### config.mk
export PLATFORM = sky130hd
export DESIGN_NAME = ps2_scancode_rx
export DESIGN_NICKNAME = d
export VERILOG_FILES = /design/src/rtl/ps2_scancode_rx.sv
export SDC_FILE = /design/constraint.sdc
export NUM_CORES = 1
export LEC_CHECK = 0
export ABC_AREA = 1
export ABC_CLOCK_PERIOD_IN_PS = 3950
export CAP_MARGIN = 0
export CORE_MARGIN = 2
export CORE_UTILIZATION = 50
export CTS_CLUSTER_SIZE = 8
export DETAILED_ROUTE_END_ITERATION = 10
export HOLD_SLACK_MARGIN = 0.05
export PLACE_DENSITY = 0.7
export SKIP_CTS_REPAIR_TIMING = 1
export SLEW_MARGIN = 20
export SYNTH_ARGS = -nofsm -noshare
export SYNTH_HDL_FRONTEND = slang
export SYNTH_SLANG_ARGS = --single-unit
### constraint.sdc
create_clock -name clk -period 3.95 [get_ports clk]
set_clock_uncertainty 0.05 [all_clocks]
set_input_delay 0.395 -clock clk [delete_from_list [all_inputs] [get_ports clk]]
set_output_delay 0.395 -clock clk [all_outputs]
set_load 0.05 [all_outputs]
### src/rtl/ps2_scancode_rx.sv
// PS/2 device-to-host scan code receiver.
// Synchronises and deglitches the raw PS/2 pins, deframes 11-bit frames and
// folds E0/F0/E1 prefix bytes into single key events on the ps2_key bus.
module ps2_scancode_rx #(
  parameter int FILTER_LEN     = 8,
  parameter int TIMEOUT_CYCLES = 50000
) (
  input  logic        clk,
  input  logic        reset_n,
  input  logic        ps2_clk,
  input  logic        ps2_data,
  output logic [10:0] ps2_key,
  output logic        key_strobe,
  output logic        frame_err,
  output logic        busy
);

  localparam int FW = $clog2(FILTER_LEN + 1);
  localparam int TW = $clog2(TIMEOUT_CYCLES + 1);

  typedef enum logic [1:0] {IDLE, DATA, PARITY, STOP} state_t;

  logic          clk_meta, clk_sync, data_meta, data_sync;
  logic          clk_filt, data_filt, clk_filt_prev;
  logic [FW-1:0] clk_cnt, data_cnt;
  logic          fall;

  state_t        state;
  logic [2:0]    bit_cnt;
  logic [7:0]    shift;
  logic          parity_bit;
  logic [TW-1:0] tcnt;
  logic          ext, brk;
  logic [2:0]    skip_cnt;

  // Two-stage synchronisers on both pins; idle bus level is high
  always_ff @(posedge clk or negedge reset_n) begin
    if (!reset_n) begin
      clk_meta  <= 1'b1;
      clk_sync  <= 1'b1;
      data_meta <= 1'b1;
      data_sync <= 1'b1;
    end else begin
      clk_meta  <= ps2_clk;
      clk_sync  <= clk_meta;
      data_meta <= ps2_data;
      data_sync <= data_meta;
    end
  end

  // Clock line filter: flip only after FILTER_LEN consecutive opposite samples
  always_ff @(posedge clk or negedge reset_n) begin
    if (!reset_n) begin
      clk_filt <= 1'b1;
      clk_cnt  <= '0;
    end else if (clk_sync == clk_filt) begin
      clk_cnt <= '0;
    end else if (clk_cnt == FW'(FILTER_LEN - 1)) begin
      clk_filt <= clk_sync;
      clk_cnt  <= '0;
    end else begin
      clk_cnt <= clk_cnt + FW'(1);
    end
  end

  // Data line filter, identical behaviour to the clock line filter
  always_ff @(posedge clk or negedge reset_n) begin
    if (!reset_n) begin
      data_filt <= 1'b1;
      data_cnt  <= '0;
    end else if (data_sync == data_filt) begin
      data_cnt <= '0;
    end else if (data_cnt == FW'(FILTER_LEN - 1)) begin
      data_filt <= data_sync;
      data_cnt  <= '0;
    end else begin
      data_cnt <= data_cnt + FW'(1);
    end
  end

  // Delayed filtered clock for falling-edge detection
  always_ff @(posedge clk or negedge reset_n) begin
    if (!reset_n) clk_filt_prev <= 1'b1;
    else          clk_filt_prev <= clk_filt;
  end

  assign fall = clk_filt_prev & ~clk_filt;
  assign busy = (state != IDLE);

  // Frame deframer, timeout watchdog and prefix folding into key events
  always_ff @(posedge clk or negedge reset_n) begin
    if (!reset_n) begin
      state      <= IDLE;
      bit_cnt    <= '0;
      shift      <= '0;
      parity_bit <= 1'b0;
      tcnt       <= '0;
      ext        <= 1'b0;
      brk        <= 1'b0;
      skip_cnt   <= '0;
      ps2_key    <= '0;
      key_strobe <= 1'b0;
      frame_err  <= 1'b0;
    end else begin
      key_strobe <= 1'b0;
      frame_err  <= 1'b0;
      if (fall) begin
        tcnt <= '0;
        case (state)
          IDLE: begin
            if (!data_filt) begin
              state   <= DATA;
              bit_cnt <= '0;
            end
          end
          DATA: begin
            shift   <= {data_filt, shift[7:1]};
            bit_cnt <= bit_cnt + 3'd1;
            if (bit_cnt == 3'd7) state <= PARITY;
          end
          PARITY: begin
            parity_bit <= data_filt;
            state      <= STOP;
          end
          STOP: begin
            state <= IDLE;
            if (!data_filt || !(^{shift, parity_bit})) begin
              frame_err <= 1'b1;
              ext       <= 1'b0;
              brk       <= 1'b0;
              skip_cnt  <= '0;
            end else if (skip_cnt != 3'd0) begin
              skip_cnt <= skip_cnt - 3'd1;
            end else if (shift == 8'hE1) begin
              skip_cnt <= 3'd7;
            end else if (shift == 8'h00 || shift == 8'hFF) begin
              ext <= 1'b0;
              brk <= 1'b0;
            end else if (!ext && !brk &&
                         (shift == 8'hAA || shift == 8'hFA ||
                          shift == 8'hEE || shift == 8'hFE)) begin
              ext <= ext;
            end else if (shift == 8'hE0) begin
              ext <= 1'b1;
            end else if (shift == 8'hF0) begin
              brk <= 1'b1;
            end else begin
              ps2_key    <= {~ps2_key[10], ~brk, ext, shift};
              key_strobe <= 1'b1;
              ext        <= 1'b0;
              brk        <= 1'b0;
            end
          end
          default: state <= IDLE;
        endcase
      end else if (state == IDLE) begin
        tcnt <= '0;
      end else if (tcnt == TW'(TIMEOUT_CYCLES - 1)) begin
        state     <= IDLE;
        frame_err <= 1'b1;
        ext       <= 1'b0;
        brk       <= 1'b0;
        tcnt      <= '0;
      end else begin
        tcnt <= tcnt + TW'(1);
      end
    end
  end

endmodule
==> key figures <==
Worst setup path
  – R2R Path Start: clk_filt_prev
  – Crit-path most repeated cell: inv_1
  – Levels on crit path: 4
  – Crit path capture: busy
  – FF-to-FF path depth: 7
  – Crit path DAT: 2000 ps
  – Crit Path Max Fanout: 4
  – Worst Path Required: 3500 ps
  – CP bufs+invs: 3
  – Worst r2r dst: ps2_key[10]
  – Setup slack, reg-to-reg: 1930 ps
  – Slowest-stage cell, CP: clkdlybuf4s50_1
  – Top delay family on crit path: buffers and inverters
  – CP Capture Type: output pin
  – CP Class: reg -> out
  – Crit-path max cell delay: 820 ps
  – CP Launch Type: flip-flop
  – Critical path origin: state[0]
  – Crit path cell chain: inv_1, ha_1, inv_1, clkdlybuf4s50_1

Yosys
  – Avg Inst Size Synth: 8.601 µm²
  – Syn_nets: 373
  – Synthesized cell area: 3079 µm²
  – Cells after Synth: 358
  – Synth warn: 0
  – Synthesized flop and latch total: 63
  – Synth unique cells: 36
  – Register area share after synthesis: 51.48%

Layout
  – Syn-to-layout area delta: 15.03%
  – Fin nets: 399
  – Ant diodes: 0
  – Final Cell Area: 3542 µm²
  – Share of layout cells above drive strength 1: 10.28%
  – Fillers: 535

STA
  – Final hold viol count: 0
  – Slew HR: 43.12%
  – Max-slew violation count: 0
  – Minimum clock period: 2442 ps
  – FMAX: 409.5 MHz
  – Setup TNS: 0 ps
  – RSZ-0062 raised after global routing: no
  – Worst-margin pin slew: 853.2 ps
  – Period utilization: 61.83%
  – # setup viols final: 0

Clock tree
  – CTS tree: built
  – Clock root cell: clkbuf_8
  – Clk sink count: 63
  – CTS clk-pin slew, worst paths: 70 ps
  – Worst skew pair latency: 340 ps
  – Cts bufs inserted: 9
  – # H-tree levels: 3
  – CTS Buffer Depth: 2

Power
  – Pwr dens: 462.0 nW/µm²
  – Peak VDD IR: 0.0004953 V
  – Pleak: 0.001655 µW

Drt
  – Iter 0 DRT Violations: 71
  – Routed Antenna Nets: 0
  – Total number of vias: 2417
  – Final wirelength: 5.665 mm
  – WL/cell: 12.21 µm
  – DR pass1 iterations: 4
  – DRC Markers: 0
  – Vias/cell: 5.209

Floorplan
  – Number of I/O pins: 18
  – Initial Util: 52.01%
  – Core area: 5921 µm²
  – Die height: 82.48 µm
  – Die Span X: 82.48 µm
  – Core Rows: 28
  – Die area: 6802 µm²

GRT
  – Gr ovfl total: 0
  – Overall global routing resource usage: 20.11%
  – Largest net degree at the start of global routing: 41
  – First-pass GRT wire length: 10.14 mm
  – Initial antenna violation count: 0
  – Vias in the first global route: 2247

Place
  – Gpl congestion: 0.8327
  – Placed cell areas: 3319 µm²
  – DP HPWL: 4.095 mm
  – Port bufs: 17

Min path
  – Hold crit path type: in -> async

Outcome
  – Status: complete, no violations

Flow run
  – Number of max-cap violations: 0
[metal layers]
| layer | up-vias | global-route usage, % | share of wire (%) | routed length [µm] |
|---|---|---|---|---|
| met1 | 1139 | 26.96 | 49 | 2792 |
| li1 | 1223 | - | - | - |
| met4 | 0 | 10.00 | 1.8 | 103 |
| met3 | 9 | 5.543 | 4.3 | 244 |
| met5 | - | 0 | 0 | 0 |
| met2 | 46 | 30.00 | 45 | 2524 |
[synth_stat cells (all sizes together)]
| library cell | number | area (µm²) |
|---|---|---|
| a211oi | 1 | 7.510 |
| a21boi | 1 | 7.510 |
| a21oi | 11 | 55.05 |
| a31o | 1 | 8.760 |
| and3 | 1 | 6.260 |
| buf | 2 | 22.52 |
| clkbuf | 1 | 3.750 |
| dfrtp | 56 | 1401 |
| dfstp | 7 | 183.9 |
| ha | 11 | 137.6 |
| inv | 47 | 176.4 |
| mux2 | 1 | 11.26 |
| mux2i | 1 | 10.01 |
| nand2 | 82 | 320.3 |
| nand3 | 19 | 95.09 |
| nand3b | 2 | 15.01 |
| nand4 | 13 | 81.33 |
| nor2 | 37 | 148.9 |
| nor3 | 8 | 45.04 |
| nor3b | 1 | 7.510 |
| nor4 | 3 | 18.77 |
| o211ai | 1 | 7.510 |
| o21ai | 41 | 216.5 |
| o31ai | 1 | 7.510 |
| or2 | 1 | 6.260 |
| xnor2 | 5 | 51.30 |
| xor2 | 3 | 26.28 |
[metrics by stage]
stage                     hold slack [ps]  total power [µW]  setup slack [ps]  instances  utilization (%)
after global placement              296.3              1017              1917        448            56.07
after floorplan                     49.41             944.7              2121        358                -
final                               106.4              1637              1508        464            59.83
after detailed placement            297.2              1025              1881        448            56.07
after CTS                           131.8              1657              1488        464            59.83
after global routing                188.9              1732              1387        464            59.83
[how the worst min path moves through the flow]
stage,slack [ps],start,depth (start not counted),to
global route,190,reset_n,1,clk_cnt[2]
detailed placement,300,data_meta,0,data_sync
finish,110,reset_n,1,clk_cnt[2]
floorplan,50,reset_n,0,bit_cnt[0]
global placement,300,data_meta,0,data_sync
CTS,130,reset_n,1,tcnt[13]
[layout by cell type (no fill, tap or decap), types with 11 or more instances in the layout]
cell type / instances
a21oi_1: 11
clkdlybuf4s50_1: 16
dfrtp_1: 56
ha_1: 11
inv_1: 44
nand2_1: 79
nand3_1: 19
nand4_1: 13
nor2_1: 35
o21ai_0: 30
[where the power goes]
part           switching (µW)  leakage [µW]  internal, µW
Sequential               48.9      0.000850           708
Combinational             172      0.000695          81.8
Clock                     253      0.000110           372
[final cells by class]
cell class	count	area (µm²)	area share, %
Sequential cell	63	1585	44.75
Multi-Input combinational cell	245	1291	36.45
Inverter	47	176.4	4.981
Timing Repair Buffer	18	172.7	4.875
Clock buffer	11	141.4	3.992
Tap cell	75	93.84	2.649
Clock inverter	5	81.33	2.296
[logic make-up after synthesis]
family,after synthesis,synth area share [%]
flops,63,51.48
fa+ha+maj,11,4.470
buf+inv,50,6.583
simple gates,167,24.18
mux,2,0.6908
xor+xnor,8,2.519
compound gates,57,10.08
[state kept, by name, summed over array words and instances, names as in the netlist, 2 cells and up]
signal    count
bit_cnt       3
state         2
tcnt         16
data_cnt      4
ps2_key      11
skip_cnt      3
clk_cnt       4
shift         8
Power figures use the tool's default switching activity.
